$ cat src/rtl/if0_fetch_gen_pkg.sv
// Shared types for the IF0 fetch-address generator.
// Queue entries carry lane masks sized for the widest supported fetch block.
package if_pkg;

    localparam logic [5:0] ECODE_ADEF = 6'h8;

    // Widest fetch block supported.
    // Narrower configurations use the low FETCH_WIDTH lanes.
    localparam int FW_MAX = 8;

    typedef struct packed {
        logic              excp;
        logic [5:0]        ecode;
        logic [8:0]        subecode;
        logic [FW_MAX-1:0] valid_mask;
        logic [FW_MAX-1:0] taken_mask;
        logic [31:0]       pc;
    } fetch_entry_t;

    localparam int ENTRY_W = $bits(fetch_entry_t);

    typedef enum logic [0:0] {
        RUN  = 1'b0,
        HALT = 1'b1
    } fetch_state_t;

endpackage

$ cat src/rtl/if0_fetch_gen_fetch_queue.sv
// Synchronous FIFO that decouples IF0 requests from IF1 consumption.
// The clear input flushes every entry on a redirect.
module fetch_queue #(
    parameter int DEPTH = 4,
    parameter int W     = 64
) (
    input  logic                       clk,
    input  logic                       rst,
    input  logic                       push,
    input  logic                       pop,
    input  logic                       clear,
    input  logic [W-1:0]               din,
    output logic [W-1:0]               dout,
    output logic [$clog2(DEPTH):0]     count,
    output logic                       full,
    output logic                       empty
);

    localparam int AW = $clog2(DEPTH);

    logic [W-1:0]  mem [DEPTH];
    logic [AW-1:0] wr_ptr;
    logic [AW-1:0] rd_ptr;
    logic          do_push;
    logic          do_pop;

    assign full    = (count == (AW+1)'(DEPTH));
    assign empty   = (count == '0);
    assign do_push = push & ~full & ~clear;
    assign do_pop  = pop & ~empty & ~clear;
    assign dout    = mem[rd_ptr];

    // Entry storage; written only on an accepted push.
    always_ff @(posedge clk) begin
        if (do_push) begin
            mem[wr_ptr] <= din;
        end
    end

    // Pointers wrap naturally because DEPTH is a power of two.
    always_ff @(posedge clk) begin
        if (rst || clear) begin
            wr_ptr <= '0;
            rd_ptr <= '0;
            count  <= '0;
        end else begin
            if (do_push) begin
                wr_ptr <= wr_ptr + 1'b1;
            end
            if (do_pop) begin
                rd_ptr <= rd_ptr + 1'b1;
            end
            unique case ({do_push, do_pop})
                2'b10:   count <= count + 1'b1;
                2'b01:   count <= count - 1'b1;
                default: count <= count;
            endcase
        end
    end

endmodule

$ cat src/rtl/if0_fetch_gen.sv
// IF0: fetch-block address generator with a decoupling request queue.
// Steers the PC from the BPU, halts on a misaligned PC until redirected.
module if0_fetch_gen
    import if_pkg::*;
#(
    parameter logic [31:0] RESET_PC    = 32'h1c000000,
    parameter int          FETCH_WIDTH = 4,
    parameter int          QDEPTH      = 4
) (
    input  logic                   clk,
    input  logic                   rst,
    input  logic                   redirect_valid,
    input  logic [31:0]            redirect_pc,
    output logic                   req_valid,
    output logic [31:0]            req_addr,
    output logic                   req_uncached,
    input  logic                   req_addr_ok,
    output logic [31:0]            bpu_pc,
    input  logic [31:0]            bpu_next_pc,
    input  logic [FETCH_WIDTH-1:0] bpu_valid_mask,
    input  logic [FETCH_WIDTH-1:0] bpu_taken_mask,
    output logic                   out_valid,
    input  logic                   out_ready,
    output logic [31:0]            out_pc,
    output logic [FETCH_WIDTH-1:0] out_valid_mask,
    output logic [FETCH_WIDTH-1:0] out_taken_mask,
    output logic                   out_excp,
    output logic [5:0]             out_ecode,
    output logic [8:0]             out_subecode
);

    localparam int OW = (FETCH_WIDTH > 1) ? $clog2(FETCH_WIDTH) : 1;
    localparam int CW = $clog2(QDEPTH) + 1;

    fetch_state_t     state;
    logic [31:0]      pc;
    logic             adef;
    logic             run_ok;
    logic             push_fetch;
    logic             push_excp;
    logic             pop;
    logic             q_full;
    logic             q_empty;
    logic [CW-1:0]    q_count;
    logic [OW-1:0]    lane_off;
    logic [FETCH_WIDTH-1:0] align_mask;
    logic [FETCH_WIDTH-1:0] valid_mask;
    logic [FETCH_WIDTH-1:0] taken_mask;
    fetch_entry_t     push_entry;
    fetch_entry_t     head;
    logic [ENTRY_W-1:0] q_dout;
    logic             unused_hi;

    assign adef   = |pc[1:0];
    assign run_ok = ~rst & ~redirect_valid & (state == RUN) & ~q_full;

    assign req_valid    = run_ok & ~adef;
    assign req_addr     = pc;
    assign req_uncached = 1'b0;
    assign bpu_pc       = pc;

    assign push_fetch = req_valid & req_addr_ok;
    assign push_excp  = run_ok & adef;
    assign pop        = out_valid & out_ready & ~redirect_valid & ~rst;

    assign lane_off = (FETCH_WIDTH > 1) ? pc[OW+1:2] : '0;

    // Lanes before the PC's slot within the block are not fetched.
    always_comb begin
        align_mask = '0;
        for (int i = 0; i < FETCH_WIDTH; i++) begin
            align_mask[i] = (i >= int'(lane_off));
        end
    end

    assign valid_mask = align_mask & bpu_valid_mask;
    assign taken_mask = bpu_taken_mask & valid_mask;

    // Build the entry pushed this cycle: normal block or ADEF marker.
    always_comb begin
        push_entry    = '0;
        push_entry.pc = pc;
        if (adef) begin
            push_entry.excp  = 1'b1;
            push_entry.ecode = ECODE_ADEF;
        end else begin
            push_entry.valid_mask = FW_MAX'(valid_mask);
            push_entry.taken_mask = FW_MAX'(taken_mask);
        end
    end

    fetch_queue #(
        .DEPTH (QDEPTH),
        .W     (ENTRY_W)
    ) u_queue (
        .clk   (clk),
        .rst   (rst),
        .push  (push_fetch | push_excp),
        .pop   (pop),
        .clear (redirect_valid),
        .din   (push_entry),
        .dout  (q_dout),
        .count (q_count),
        .full  (q_full),
        .empty (q_empty)
    );

    assign head      = q_dout;
    assign out_valid = ~q_empty;

    // Head fields read as zero while the queue is empty.
    assign out_pc         = out_valid ? head.pc : '0;
    assign out_valid_mask = out_valid ? head.valid_mask[FETCH_WIDTH-1:0] : '0;
    assign out_taken_mask = out_valid ? head.taken_mask[FETCH_WIDTH-1:0] : '0;
    assign out_excp       = out_valid & head.excp;
    assign out_ecode      = out_valid ? head.ecode : '0;
    assign out_subecode   = out_valid ? head.subecode : '0;

    assign unused_hi = ^{head.valid_mask, head.taken_mask, q_count};

    // PC and run/halt state; redirect beats fetch, reset beats all.
    always_ff @(posedge clk) begin
        if (rst) begin
            state <= RUN;
            pc    <= RESET_PC;
        end else if (redirect_valid) begin
            state <= RUN;
            pc    <= redirect_pc;
        end else if (push_fetch) begin
            pc    <= bpu_next_pc;
        end else if (push_excp) begin
            state <= HALT;
        end
    end

endmodule
$ cat config.mk
export PLATFORM = sky130hd
export DESIGN_NAME = if0_fetch_gen
export DESIGN_NICKNAME = d
export VERILOG_FILES = /design/src/rtl/if0_fetch_gen_pkg.sv /design/src/rtl/if0_fetch_gen_fetch_queue.sv /design/src/rtl/if0_fetch_gen.sv
export SDC_FILE = /design/constraint.sdc
export NUM_CORES = 1
export LEC_CHECK = 0
export BUFFER_PORTS_ARGS = -buffer_cell sky130_fd_sc_hd__buf_2
export CAP_MARGIN = 0
export CORE_MARGIN = 3
export CORE_UTILIZATION = 53
export CTS_CLUSTER_SIZE = 30
export DETAILED_ROUTE_END_ITERATION = 8
export PLACE_DENSITY = 0.75
export SLEW_MARGIN = 5
export SYNTH_ARGS = -nofsm -noshare
export SYNTH_HDL_FRONTEND = slang
export SYNTH_HIERARCHICAL = 1
export SYNTH_SLANG_ARGS = --single-unit
$ cat constraint.sdc
create_clock -name clk -period 9.45 [get_ports clk]
set_input_delay 0.945 -clock clk [delete_from_list [all_inputs] [get_ports clk]]
set_output_delay 0.945 -clock clk [all_outputs]
set_load 0.01 [all_outputs]
Yosys cells after proc, flatten, opt, wreduce, memory -nomap -nowiden
Memories as Yosys holds them, arrays and structs flattened. A register that Yosys moved wholly into a read port is not among the register bits. Index checks and enable logic that the tools add are counted.

Bits in registers: 40. Bits in writable memories: 204. Input port bits: 77. Word-level logic and storage cells: 61. Memories: 1.

Add/subtract/negate cells: 4. Magnitude comparators: 3. Eq/ne operators: 3. Mux-type cells: 14. Bitwise operators: 24. Reduce and logical (&&, ||, !) cells: 7.

Memory list: u_queue.mem (depth 4, bits a word 51, rd ports 1, clocked after memory_dff 1, write ports 1, line if0_fetch_gen_fetch_queue.sv:21) `logic [W-1:0] mem [DEPTH];`.

Operators by type and width (number): $mux W32 (3); $and A1 B1 Y1 (14); $mux W12 (1); $mux W9 (1); $and A4 B4 Y4 (2); $mux W4 (2); $mux W7 (1); $not A1 Y1 (7); $mux W6 (1); $pmux W3 S2 (1); $add A2 B1 Y2 const B (2); $ge A1 B2 Y1 const A (2); $mux W2 (2); $reduce_bool A2 Y1 (2); $reduce_or A2 Y1 (2); $add A3 B1 Y3 const B (1); $eq A3 B3 Y1 const B (1); $logic_not A3 Y1 (1); $sub A3 B1 Y3 const B (1); $eq A2 B1 Y1 const B (1); $eq A2 B2 Y1 const B (1); $ge A2 B2 Y1 const A (1); $mux W1 (2); $reduce_and A2 Y1 (1); other kinds (2) (2).

Longest topological paths before layout
Depth in word-level cells: 11. Gate-level depth with buffers: 13. Mapped depth without buffers: 13.

Hierarchy
The synthesis kept the hierarchy.

Modules (own cells, without submodules): fetch_queue (instances 1, cells each 389, area each 9798.1 sq um, sequential area each 7867.5 sq um); if0_fetch_gen (instances 1, cells each 322, area each 2842.7 sq um, sequential area each 660.6 sq um).

Least setup slack after synthesis
OpenSTA, ideal clock, no wires.

Kind: input -> register. Start point: in redirect_valid. End point: mem u_queue/mem[0][0] (netlist name) (enable). Setup time: 429 ps. Data arrival time: 3423 ps. Slack: 5598 ps. Stages: 6. Cell sequence: buf_6 > nor4_4 > o21a_1 > inv_1 > nor3_2 > and2_1.

Word-level cells in the longest chain between the ends: 11.

RTL lines: start: declaration (line if0_fetch_gen.sv:12) `input logic redirect_valid,`; $not A1 Y1 (*) (line if0_fetch_gen_fetch_queue.sv:29, if0_fetch_gen.sv:55); $and A1 B1 Y1 (3 in series) (line if0_fetch_gen.sv:55) `assign run_ok = ~rst & ~redirect_valid & (state == RUN) & ~q_full;`; $and A1 B1 Y1 (line if0_fetch_gen.sv:57) `assign req_valid = run_ok & ~adef;`; $and A1 B1 Y1 (line if0_fetch_gen.sv:62) `assign push_fetch = req_valid & req_addr_ok;`; $or A1 B1 Y1 (line if0_fetch_gen.sv:98) `.push (push_fetch | push_excp),`; $and A1 B1 Y1 (line if0_fetch_gen_fetch_queue.sv:29) `assign do_push = push & ~full & ~clear;`; $and A1 B1 Y1 (*) (line if0_fetch_gen_fetch_queue.sv:29); $mux W1 (*) (line if0_fetch_gen_fetch_queue.sv:35) `if (do_push) begin`; $mux W1 (implied by the code) (*) (line if0_fetch_gen_fetch_queue.sv:36) `mem[wr_ptr] <= din;`; end: declaration (line if0_fetch_gen_fetch_queue.sv:21).

Mark *: on every way between the ends. The rest lies on a longest branch, timed or not.

==> summary.md <==
| Metric | Value |
|---|---|
| Status | completed |
| Initial antenna violation count | 0 |
| WP data required | 8.51 ns |
| Post-route ant nets | 0 |
| Num ports | 200 |
| Die ar. | 23500 sq um |
| All-Layer GR Usage | 17.6% |
| Final hold viol count | 0 |
| DR WL/cell | about 18 microns |
| Multi-input logic area | between 3000 and 4000 sq um |
| Final design utilization | a little over three fifths |
| Final HPWL DP | 13000 microns |
| Worst-path fanout max | 30 |
| Post-synthesis area per instance | approximately 17 sq um |
| Antenna Cells | 0 |
| Clock buffer count from CTS | 26 |
| R2R Setup Slk | 6.18 ns |
| Min-delay src | u_queue/rd_ptr[1]$_SDFFE_PP0P_ |
| Crit Path Category | register to primary output |
| Tmin final | 3.72 ns |
| Relative slew slack | 40.7% |
| CP Capture Type | primary output |
| Worst Skew | 0.00839 ns |
| # rows | 53 |
| Most common cell after layout, fill and taps aside | edfxtp_1 |
| Share of cells above drive strength 1 | 38.7% |
| First-pass DRT Iterations | 4 |
| R2r endpoint | u_queue/mem[3][13]$_DFFE_PP_ |
| Maximum clock frequency | 269 MHz |
| Post-CTS sizing | 0 |
| Slew @ Worst Pin | 0.890 ns |
| TritonCTS clock tree | done |
| Max IR drop VDD | 145 uV |
| Reg-to-Reg Start | bpu_pc[1]$_SDFFE_PP0P_ |
| Synth warn | 6 |
| Post-route total power | approximately 2.5 mW |
| Register area | 7570 sq um |
| Critical Path Source Type | register |
| WHS Path Cells | 2 |
| Clock slew seen by the registers of the worst setup and hold paths | around 0.060 ns |
| Final non-filler cell total | about 1.2k |
| Largest net degree at the start of global routing | slightly below 70 |
| Via/cell ratio | 5.16 |
| CP arrival | 2.78 ns |
| Die width | 153 microns |
| Clock Path Buffers | 3 |
| Fillers | between 1.5k and 2k |
| Clk_lat worst skew | 0.51 ns |
| Area growth from synthesis to layout | 14.8% |
| Reg2reg path depth | 7 |
| DR iter-0 viols | between 300 and 400 |
| Fin crit share | 39.4% |
| Hold Slack | 0.535 ns |
| Max-Cap Viols | 0 |
| Total congestion overflow | 0 |
| Initial Util | 54.4% |
| CTS H-Tree Depth | 1 |
| Final setup vio count | 0 |
| Die Y | 153 microns |
| DP Cell Count | 1108 |
| DR vias | approximately 6.0k |
| Hold_buf cts | 0 |
| Core ar. | 21200 sq um |
| Cells after synthesis | about 670 |
| Gpl congestion | 0.758 |
| Root Driver | clkbuf_16 |
| Setup_tns | 0 ns |
| DR DRC count | 0 |
| Total Nets Final | 944 |
| Vias in the first global route | between 6k and 7k |
| Final WL | 21000 microns |
| Setup Buffers After CTS | 0 |
| Post-Syn Area | about 11000 sq um |
| Most frequent cells in the layout | 224 x edfxtp_1, 198 x buf_2, 86 x nor2b_1 |
| Clk sink count | 266 |
| Slew Limit Fails | 0 |
| PD cells | 186 nW/um^2 |
| Hold crit path type | register to register |
| P_leak | between 5 and 6 nW |
| RSZ-0062 raised after global routing | false |
| PortBufs | 198 |
| First-pass GRT wire length | 33100 microns |
area by class of cell:
class                      count  area share [%]
clock buffer                  38            5.66
tap                          275            2.61
timing repair buffer         207            8.02
multi-input combinational    349            25.3
sequential                   266            57.4
clock inverter                10           0.768
inverter                      11           0.322
stage by stage:
step / area (sq um) / setup WS [ns]
after floorplan: 11700 / 5.79
after global placement: 12400 / 5.53
after detailed placement: 12400 / 5.37
after CTS: 13200 / 5.59
after global routing: 13200 / 5.49
final: 13200 / 5.73
worst max-delay path by stage:
stage | from | to | slack [ns] | cells past startpoint
after global routing | register | out_subecode[3] | 5.49 | 4
final | register | out_subecode[3] | 5.73 | 4
after CTS | register | out_subecode[3] | 5.59 | 4
after floorplan | redirect_valid | u_queue/mem[0][0]$_DFFE_PP_ | 5.79 | 6
after global placement | redirect_valid | u_queue/mem[3][13]$_DFFE_PP_ | 5.53 | 8
after detailed placement | redirect_valid | u_queue/mem[3][11]$_DFFE_PP_ | 5.37 | 8
registers in the layout (all words and copies together) (netlist names), named ones only:
name / flops
u_queue/wr_ptr: 2
u_queue/count: 3
u_queue/rd_ptr: 2
bpu_pc: 32
state: 1
u_queue/mem: 224
power by group:
part | total, mW | internal, mW | leakage [nW] | switching [mW]
Combinational | 0.136 | 0.0663 | 2.24 | 0.0694
Sequential | 1.32 | 1.30 | 2.40 | 0.0230
Clock | 1.00 | 0.602 | 0.417 | 0.400
critical path, stage by stage (launching register included):
cell and delay, ns:
dfxtp_4 0.70, buf_4 0.62, mux4_1 0.64, nor2b_1 0.15, buf_2 0.15
per-layer routing:
layer,track usage (%),vias up,part of all wire (%)
li1,-,2764,-
met5,0,-,0
met3,2.58,31,5.1
met4,4.29,0,1.7
met2,29.8,186,50
met1,24.3,2982,43
No activity file was read; power rests on OpenSTA's default activity.
